## src/rtl/pixel_mixer.sv

```systemverilog
// pixel_mixer: priority overlay mixer with frame-synchronous configuration.
// Picks the lowest-index enabled+valid layer (else background, 0 when blanked),
// carries it through PIPE_DEPTH p_tick-enabled registers alongside hsync/vsync,
// and applies configuration writes only at the vsync assertion edge.
// Ports:
//   clk_100MHz, reset                 clock, async active-high reset
//   p_tick                            pixel enable
//   video_on, hsync_in, vsync_in      timing generator inputs
//   layer_rgb, layer_valid            per-layer colour and coverage
//   cfg_wr, cfg_layer_en, cfg_bg_color configuration write port
//   rgb, hsync, vsync                 pixel-aligned outputs
//   cfg_pending, frame_tick           configuration status
module pixel_mixer #(
   parameter int unsigned NUM_LAYERS      = 2,
   parameter int unsigned COLOR_BITS      = 12,
   parameter int unsigned PIPE_DEPTH      = 2,
   parameter int unsigned SYNC_ACTIVE_LOW = 1
) (
   input  logic                             clk_100MHz,
   input  logic                             reset,
   input  logic                             p_tick,
   input  logic                             video_on,
   input  logic                             hsync_in,
   input  logic                             vsync_in,
   input  logic [NUM_LAYERS*COLOR_BITS-1:0] layer_rgb,
   input  logic [NUM_LAYERS-1:0]            layer_valid,
   input  logic                             cfg_wr,
   input  logic [NUM_LAYERS-1:0]            cfg_layer_en,
   input  logic [COLOR_BITS-1:0]            cfg_bg_color,
   output logic [COLOR_BITS-1:0]            rgb,
   output logic                             hsync,
   output logic                             vsync,
   output logic                             cfg_pending,
   output logic                             frame_tick
);

   localparam logic SYNC_OFF = (SYNC_ACTIVE_LOW != 0);

   logic [COLOR_BITS-1:0] col_q [PIPE_DEPTH];
   logic [COLOR_BITS-1:0] col_d [PIPE_DEPTH];
   logic [PIPE_DEPTH-1:0] hs_q, hs_d, vs_q, vs_d;
   logic                  vs_prev_q, vs_prev_d;
   logic [NUM_LAYERS-1:0] act_en_q, act_en_d, pend_en_q, pend_en_d;
   logic [COLOR_BITS-1:0] act_bg_q, act_bg_d, pend_bg_q, pend_bg_d;
   logic                  pending_q, pending_d;
   logic                  frame_tick_q, frame_tick_d;
   logic [COLOR_BITS-1:0] mix_c;
   logic                  found_c;
   logic                  apply_c;

   // Stage 0 priority select: lowest index wins, blanking forces black.
   always_comb begin
      mix_c   = act_bg_q;
      found_c = 1'b0;
      for (int unsigned i = 0; i < NUM_LAYERS; i++) begin
         if (!found_c && act_en_q[i] && layer_valid[i]) begin
            mix_c   = layer_rgb[i*COLOR_BITS +: COLOR_BITS];
            found_c = 1'b1;
         end
      end
      if (!video_on) mix_c = '0;
   end

   // Colour and sync delay lines share one enable so they stay aligned.
   always_comb begin
      col_d = col_q;
      hs_d  = hs_q;
      vs_d  = vs_q;
      if (p_tick) begin
         col_d[0] = mix_c;
         hs_d[0]  = hsync_in;
         vs_d[0]  = vsync_in;
         for (int unsigned i = 1; i < PIPE_DEPTH; i++) begin
            col_d[i] = col_q[i-1];
            hs_d[i]  = hs_q[i-1];
            vs_d[i]  = vs_q[i-1];
         end
      end
   end

   // Configuration: a frame boundary applies the old pending set before a
   // coincident write lands, so that write stays pending for the next frame.
   always_comb begin
      vs_prev_d    = vs_prev_q;
      act_en_d     = act_en_q;
      act_bg_d     = act_bg_q;
      pend_en_d    = pend_en_q;
      pend_bg_d    = pend_bg_q;
      pending_d    = pending_q;
      apply_c      = p_tick && (vs_prev_q == SYNC_OFF) && (vsync_in != SYNC_OFF)
                     && pending_q;
      frame_tick_d = apply_c;
      if (p_tick) vs_prev_d = vsync_in;
      if (apply_c) begin
         act_en_d  = pend_en_q;
         act_bg_d  = pend_bg_q;
         pending_d = 1'b0;
      end
      if (cfg_wr) begin
         pend_en_d = cfg_layer_en;
         pend_bg_d = cfg_bg_color;
         pending_d = 1'b1;
      end
   end

   always_ff @(posedge clk_100MHz or posedge reset) begin
      if (reset) begin
         for (int unsigned i = 0; i < PIPE_DEPTH; i++) col_q[i] <= '0;
         hs_q         <= {PIPE_DEPTH{SYNC_OFF}};
         vs_q         <= {PIPE_DEPTH{SYNC_OFF}};
         vs_prev_q    <= SYNC_OFF;
         act_en_q     <= '1;
         act_bg_q     <= '0;
         pend_en_q    <= '0;
         pend_bg_q    <= '0;
         pending_q    <= 1'b0;
         frame_tick_q <= 1'b0;
      end else begin
         col_q        <= col_d;
         hs_q         <= hs_d;
         vs_q         <= vs_d;
         vs_prev_q    <= vs_prev_d;
         act_en_q     <= act_en_d;
         act_bg_q     <= act_bg_d;
         pend_en_q    <= pend_en_d;
         pend_bg_q    <= pend_bg_d;
         pending_q    <= pending_d;
         frame_tick_q <= frame_tick_d;
      end
   end

   assign rgb         = col_q[PIPE_DEPTH-1];
   assign hsync       = hs_q[PIPE_DEPTH-1];
   assign vsync       = vs_q[PIPE_DEPTH-1];
   assign cfg_pending = pending_q;
   assign frame_tick  = frame_tick_q;

endmodule

```

## config.mk

```make
export PLATFORM = sky130hd
export DESIGN_NAME = pixel_mixer
export DESIGN_NICKNAME = d
export VERILOG_FILES = /design/src/rtl/pixel_mixer.sv
export SDC_FILE = /design/constraint.sdc
export NUM_CORES = 1
export LEC_CHECK = 0
export CAP_MARGIN = 20
export CORE_ASPECT_RATIO = 0.5
export CORE_MARGIN = 10
export CORE_UTILIZATION = 30
export CTS_CLUSTER_SIZE = 24
export DETAILED_ROUTE_END_ITERATION = 12
export GPL_TIMING_DRIVEN = 0
export SYNTH_ARGS = -nofsm -noshare
export SYNTH_HDL_FRONTEND = slang
export SYNTH_SLANG_ARGS = --single-unit
```

## constraint.sdc

```tcl
create_clock -name clk_100MHz -period 1.9 [get_ports clk_100MHz]
set_clock_uncertainty 0.1 [all_clocks]
set_input_delay 0.19 -clock clk_100MHz [delete_from_list [all_inputs] [get_ports clk_100MHz]]
set_output_delay 0.19 -clock clk_100MHz [all_outputs]
set_load 0.05 [all_outputs]
```

=== After elaboration in Yosys (flattened, before gate mapping) ===
Cells that the tools add are included.

* Multiply operators: 0
* Divide/modulo/power cells: 0
* Add/subtract/negate cells: 0
* Multiplexer cells: 6
* $lt $le $gt $ge: 0
* Equality and inequality tests: 0
* Reductions and logical operators: 8
* Bitwise operators: 1
* Shifts and indexed selects: 0

{| class="wikitable"
|+ Operator list
! kind !! count
|-
| $mux W12 || 3
|-
| $logic_and A1 B1 Y1 || 6
|-
| $mux W1 || 3
|-
| $reduce_bool A2 Y1 || 1
|-
| $logic_not A1 Y1 || 1
|-
| $not A1 Y1 || 1
|}

* Bits in writable memories: 0
* Output and inout bits: 16
* Bits in read-only memories: 0
* Bits of input ports: 47
* Latch bits: 0
* Flip-flop bits (word level): 59
* Logic and storage cells: 26
* Memories: 0

=== Logic depth before layout (Yosys ltp) ===
Gate-level depths: netlist (run 1).

* Word-level depth: 7
* Depth in mapped cells: 4
* Depth with buffers taken out: 3

=== Worst setup path before layout (run 1) ===
OpenSTA, ideal clock, no wires.

* Kind: reg-to-reg
* From: register pending_q (netlist: cfg_pending)
* To: register act_bg_q[0]
* Data arrival time: 1.337 ns
* Library setup time: 0.127 ns
* Path buffers: 1
* Data required time: 1.673 ns
* Period minus slack after synthesis: 1.564 ns
* Cell stages (with the launch flop): 4
* Path slack: 0.336 ns
* Path through: dfrtp_1 -> nand4b_4 -> buf_6 -> mux2_1

* Cells in the longest elaborated chain, start to end: 1

{| class="wikitable"
|+ Ends and longest elaborated chain
! element !! line !! text
|-
| from (decl) || 45 || <nowiki>logic pending_q, pending_d;</nowiki>
|-
| from (signal assigned) || 127 || <nowiki>pending_q <= pending_d;</nowiki>
|-
| $logic_and A1 B1 Y1 || 91 || <nowiki>&& pending_q;</nowiki>
|-
| to (signal assigned) || 124 || <nowiki>act_bg_q <= act_bg_d;</nowiki>
|-
| to (decl) || 44 || <nowiki>logic [COLOR_BITS-1:0] act_bg_q, act_bg_d, pend_bg_q, pend_bg_d;</nowiki>
|}

No other way between the ends.
A chain may end at the register's enable or synchronous reset.

=== Worst setup path after layout (run 1) ===
* From: register col_q (netlist bit rgb[1])
* To: output port rgb[1]

{| class="wikitable"
|+ RTL lines
! element !! line !! text
|-
| from (decl) || 39 || <nowiki>logic [COLOR_BITS-1:0] col_q [PIPE_DEPTH];</nowiki>
|-
| from (signal assigned) || 119 || <nowiki>col_q <= col_d;</nowiki>
|-
| to (decl) || 30 || <nowiki>output logic [COLOR_BITS-1:0] rgb,</nowiki>
|}

No word-level cell between the ends.

==> results of run 1 <==
where the power goes:
group / switching [W] / leakage [nW] / internal (W) / total, W
sequential: 0.000154 / 0.704 / 0.00150 / 0.00166
combinational: 0.000517 / 0.814 / 0.000472 / 0.000989
clock: 0.000581 / 0.151 / 0.00114 / 0.00172
total: 0.00125 / 1.67 / 0.00312 / 0.00437
state kept, by name, indices dropped and copies added, names as in the netlist:
name and flops:
vs_q 2, hs_q 2, frame_tick 1, rgb 12, col_q 12, pend_bg_q 12
act_en_q 2, pend_en_q 2, cfg_pending 1, act_bg_q 12
cell usage in the layout, fill, tap and decap left out, drive strengths merged, types with 6 or more instances in the layout:
master,instances
dfrtp,52
clkdlybuf4s50,47
mux2,43
nor3,12
o221ai,12
inv,15
o22ai,12
clkbuf,13
dfstp,6
buf,20
dlymetal6s2s,12
worst max-delay path, cell delays in order (launching register included):
cell	delay (ns)
dfrtp_1	0.34
buf_4	0.10
clkdlybuf4s50_1	0.79
area by class of cell:
class                      count  area share, %
buffer                        23          4.094
clock buffer                   9          6.298
clock inverter                 7          2.624
inverter                      15          1.575
multi-input combinational     89          22.29
sequential                    58          40.80
tap                          112          3.919
timing repair buffer          62          18.40
metal layers:
metal / wire length (microns) / GRT usage, % / up-vias
met4: 165 / 6.082 / 0
li1: - / - / 796
met3: 215 / 3.084 / 15
met1: 2419 / 9.879 / 826
met2: 2938 / 15.61 / 29
met5: 0 / 0 / -
cells by family (layout without fill, tap and decap cells):
group	after synthesis	after routing	synth area share [%]
compound gates	27	27	8.092
buf+inv	38	116	8.244
flops	58	58	59.34
mux	43	43	19.69
simple gates	19	19	4.631
per-stage QoR:
stage	std cells	TNS, ns	total power (W)
after floorplan	185	0	0.002315
after global placement	358	-39.95	0.002652
after detailed placement	359	0	0.002686
after CTS	375	0	0.004420
after global routing	375	0	0.004560
final	375	0	0.004371
path summary, 6_finish.rpt:
kind | from | endpoint | slack [ns] | cells after the start
max | rgb[1]$_DFFE_PP0P_ | rgb[1] | 0.05 | 2
min | reset | cfg_pending$_DFFE_PP0P_ | 0.05 | 2
max reg2reg | act_en_q[0]$_DFFE_PP1P_ | col_q[19]$_DFFE_PP0P_ | 0.39 | 4
min reg2reg | vs_q[1]$_DFFE_PP1P_ | vs_q[1]$_DFFE_PP1P_ | 0.38 | 2
max in group asynchronous | reset | hs_q[1]$_DFFE_PP1P_ | 1.06 | 3
min in group clk_100MHz | cfg_wr | pend_bg_q[4]$_DFFE_PP0P_ | 0.21 | 2
==> key figures, run 1 <==
CTS
  – CTS clk-pin slew, worst paths: 0.05 ns
  – Cts bufs inserted: 9
  – CTS tree: done
  – Clk Latency, worst-skew pair: roughly 0.33 ns
  – Hold buffer count at CTS: 0
  – H-tree levels: 3
  – Cts repair resizes: 2
  – Number of setup buffers added after CTS: 0
  – Clock Sinks: 58
  – Clk buf depth: 2
  – Clk Tree Root Cell: clkbuf_16

Global route
  – Antenna violations before repair: 0
  – Gr usage total: under 10%
  – Vias in the first global route: roughly 1.8k
  – First-pass GRT wire length: between 8000 and 9000 microns
  – Overflow after GRT: 0
  – Pin count of the biggest net entering global routing: between 40 and 50

Synthesis
  – Sequential cell area fraction in the yosys report: between 50% and 60%
  – Post-synth top area share: 52.93%
  – Cell taking the most area after synthesis: dfrtp_1
  – Synth top area cells: dfrtp_1 53%, mux2_2 16%, dfstp_2 6.4%
  – Flip-flop and latch count after synthesis: between 50 and 60
  – Synth Instances: approximately 190
  – Asr flop ratio synth: between 90% and 100%
  – Syn nets: about 230
  – Mapped cell area: 2459 sq um
  – Yosys cell types: 18
  – Synthesized area per cell: between 10 and 15 sq um
  – Ys Warns: 0
  – Post-synth top flop: dfrtp_1
  – Count leader, synth: dfrtp_1
  – EDFF count, synth: 0
  – Post-synth top cells: 52 x dfrtp_1, 34 x mux2_2, 15 x inv_1

Die
  – Die area: 12440 sq um
  – Die Height: about 84 microns
  – Row count: 23
  – IO Count: 63
  – Initial Util: 30.73%
  – Core area: roughly 8000 sq um
  – Die X: between 100 and 150 microns

Route
  – DR vias: roughly 1.7k
  – DRC marker count from the first detailed-route iteration: a little under 80
  – DRC viols: 0
  – DRT antenna net count: 0
  – Number of vias per cell: between 4 and 5
  – DR WL/cell: 15.30 microns
  – DRT Pass-1 Iters: 4
  – Wirelength, routed: approximately 5700 microns

Worst setup path
  – Critical Path RT: 1.61 ns
  – Crit. End Element: output pin
  – Arrival @ worst endpoint: about 1.6 ns
  – Startpoint types: flip-flop
  – Worst Path Max Fanout: 2
  – Crit path kind: flip-flop to output pin

Power and ir drop
  – LEAKAGE: 1.670 nW
  – PwrDens: around 1200 nW/um^2
  – Peak supply drop: 476.4 uV

Placement
  – Placed cell areas: roughly 3200 sq um
  – Number of buffers added on ports: about 60
  – Pre-CTS WS: about 0.22 ns
  – HPWL Detailed: 4346 microns
  – GPL Wtd Cong: just over 0.8

STA
  – Min Tclk post-route: about 1.8 ns
  – Slew Limit Fails: 0
  – Period utilization: approximately 100%
  – RSZ-0062 raised after global routing: false
  – Worst hold margin: roughly 0.048 ns
  – Slew Limit Headroom: 64.24%
  – Fin. Hold Viols: 0
  – Maximum clock rate: around 540 MHz
  – Worst-Margin Slew: 0.5355 ns
  – Final setup fails: 0
  – Setup ws final: ~0.051 ns

Finish
  – Final Net Count: approximately 310
  – Register Area: between 1000 and 1500 sq um
  – Fin area: ~3600 sq um
  – Inserted Diodes: 0
  – Multi-input logic area: around 800 sq um
  – Fill count: 731
  – Final core utilization: between 40% and 50%
  – Area Overhead vs Synth: 45.45%
  – Layout cells sized above 1: 29.66%

Worst hold path
  – Hold Path Class: input pin to async pin

Flow run
  – Max cap viols: 0

Run status
  – Status: completed
(Power assumes the default switching activity.)
==> run 2: changes to the inputs <==
- TNS_END_PERCENT: unset -> 50
==> key figures, run 2 (same netlist as run 1, synthesis figures left out) <==
Power and ir drop
  – Gate power share: 22.5% (about the same)
  – Psw: 0.001253 W (about the same)
  – Clk pwr share: 39.5% (about the same)
  – PwrDens: 1230 nW/um^2 (+0.58%)
  – Internal: 0.003113 W (-0.20%)
  – Peak supply drop: 476.4 uV (about the same)
  – Sw Ratio: 28.70% (+0.053 points)
  – LEAKAGE: 1.605 nW (-3.9%)
  – Sequential power share: 38.0% (about the same)

STA
  – Maximum clock rate: 540.9 MHz (about the same)
  – Slew Limit Headroom: 64.24% (unchanged)
  – RSZ-0062 raised after global routing: false
  – Final setup fails: 0 (unchanged)
  – Worst hold margin: 0.04771 ns (unchanged)
  – Fin. Hold Viols: 0 (unchanged)
  – Min Tclk post-route: 1.849 ns (-0.0003244 ns)
  – Period utilization: 97.31% (about the same)
  – Worst-Margin Slew: 0.5355 ns (unchanged)
  – Slew Limit Fails: 0 (unchanged)

Finish
  – Multi-input logic area: 797.0 sq um (unchanged)
  – Non-Filler Instances: 375 (unchanged)
  – Layout cells sized above 1: 31.56% (+1.9 points)
  – Fill count: 734 (+0.41%)
  – Final Net Count: 305 (unchanged)
  – Commonest non-fill, non-tap cell in the layout: dfrtp_1
  – Area Overhead vs Synth: 44.43%
  – Most frequent cells in the layout: 52 x dfrtp_1, 47 x clkdlybuf4s50_1, 34 x mux2_2, 17 x buf_4, 14 x inv_1
  – Inserted Diodes: 0 (unchanged)
  – Register Area: 1459 sq um (unchanged)

Die
  – Die Height: 84.02 microns (unchanged)
  – Die area: 12440 sq um (unchanged)
  – Initial Util: 30.73% (unchanged)
  – IO Count: 63 (unchanged)
  – Row count: 23 (unchanged)
  – Die X: 148.0 microns (unchanged)
  – Core area: 8000 sq um (unchanged)

Route
  – DRT Pass-1 Iters: 4 (unchanged)
  – DRC marker count from the first detailed-route iteration: 78 (-1.3%)
  – Wirelength, routed: 5732 microns (-0.10%)
  – DRC viols: 0 (unchanged)
  – DR vias: 1662 (-0.24%)
  – DRT antenna net count: 0 (unchanged)
  – Number of vias per cell: 4.432 (-0.24%)
  – DR WL/cell: 15.29 microns (-0.10%)

Worst setup path
  – Worst path bufs/invs: 2 (unchanged)
  – Launching point of the worst reg2reg path: act_en_q[0]$_DFFE_PP1P_
  – Reg2reg setup slack: 0.39 ns (about the same)
  – Crit-path max cell delay: 0.79 ns (about the same)
  – Critical path's slowest cell: clkdlybuf4s50_1
  – WP depth: 2 (unchanged)
  – Critical Path RT: 1.61 ns (about the same)
  – Worst setup path start: rgb[1]$_DFFE_PP0P_
  – Crit. End Element: output pin
  – Crit path max-delay family: buffers and inverters
  – Startpoint types: flip-flop
  – R2R Path End: col_q[19]$_DFFE_PP0P_
  – Crit path kind: flip-flop to output pin
  – Worst Path Max Fanout: 2 (unchanged)
  – R2R cell count: 4 (unchanged)
  – Cell Chain, Critical Path: buf_4 > clkdlybuf4s50_1
  – Worst setup endpoint: rgb[1]
  – Arrival @ worst endpoint: 1.56 ns (about the same)

CTS
  – Hold buffer count at CTS: 0 (unchanged)
  – Clk buf depth: 2 (unchanged)
  – Cts bufs inserted: 9 (unchanged)
  – Cts repair resizes: 2 (unchanged)
  – Number of setup buffers added after CTS: 0 (unchanged)
  – Clk Latency, worst-skew pair: 0.33 ns (about the same)
  – Clk Tree Root Cell: clkbuf_16
  – H-tree levels: 3 (unchanged)
  – CTS clk-pin slew, worst paths: 0.05 ns (about the same)
  – CTS tree: done
  – Clock Sinks: 58 (unchanged)

Run status
  – Status: completed

Global route
  – Antenna violations before repair: 0 (unchanged)
  – Gr usage total: 9.307% (unchanged)
  – Pin count of the biggest net entering global routing: 44 (unchanged)
  – Vias in the first global route: 1806 (unchanged)
  – Overflow after GRT: 0 (unchanged)
  – First-pass GRT wire length: 8976 microns (unchanged)

Placement
  – Dpl cells: 359 (unchanged)
  – Number of buffers added on ports: 61 (unchanged)
  – GPL Wtd Cong: 0.8101 (unchanged)
  – HPWL Detailed: 4346 microns (unchanged)

Worst hold path
  – Hold Path Class: input pin to async pin

Flow run
  – Max cap viols: 0 (unchanged)
## run 2: cell count changes in the layout (fill, tap and decap cells not counted)
| cell | delta |
|---|---|
| dlymetal6s2s_1 | -5 |
| buf_4 | +5 |
## run 2: layout make-up
type                            count  area share [%]
Multi-Input combinational cell     89           22.45
Buffer                             23           4.123
Inverter                           15           1.586
Clock buffer                        9           6.342
Tap cell                          112           3.946
Sequential cell                    58           41.09
Clock inverter                      7           2.643
Timing Repair Buffer               62           17.83
## run 2: how the worst min path moves through the flow
stage	start	to	slack, ns	cells after the start
finish	reset	cfg_pending$_DFFE_PP0P_	0.05	2
detailed placement	pend_bg_q[5]$_DFFE_PP0P_	act_bg_q[5]$_DFFE_PP0P_	0.37	1
global route	reset	act_bg_q[10]$_DFFE_PP0P_	0.08	2
global placement	pend_bg_q[3]$_DFFE_PP0P_	act_bg_q[3]$_DFFE_PP0P_	0.36	1
floorplan	cfg_bg_color[0]	pend_bg_q[0]$_DFFE_PP0P_	0.24	1
CTS	reset	cfg_pending$_DFFE_PP0P_	0.06	2
## run 2: power by group through the flow
stage	clock (W)	combinational [W]	sequential, W
2_1_floorplan	0	0.000673	0.00164
6_report	0.00172	0.000984	0.00166
3_5_place_dp	0	0.00101	0.00168
5_1_grt	0.00180	0.00106	0.00170
4_1_cts	0.00175	0.00101	0.00166
3_3_place_gp	0	0.000985	0.00167
## run 2: per-stage QoR
stage          instance area, sq um  TNS (ns)  total power (W)  setup WS [ns]  util, %
6_report                       3551         0         0.004366        0.05106    44.39
5_1_grt                        3551         0         0.004556       0.007574    44.39
4_1_cts                        3546         0         0.004420      0.0008274    44.32
3_5_place_dp                   3229         0         0.002686         0.2179    40.37
3_3_place_gp                   3209    -39.95         0.002652        -0.7413    40.12
2_1_floorplan                  2459         0         0.002315         0.1919        -
## run 2: metal layers
metal / GRT usage, % / wire length [microns] / vias to the layer above
met3: 3.084 / 215 / 15
met5: 0 / 0 / -
li1: - / - / 797
met1: 9.879 / 2417 / 821
met4: 6.082 / 165 / 0
met2: 15.61 / 2935 / 29
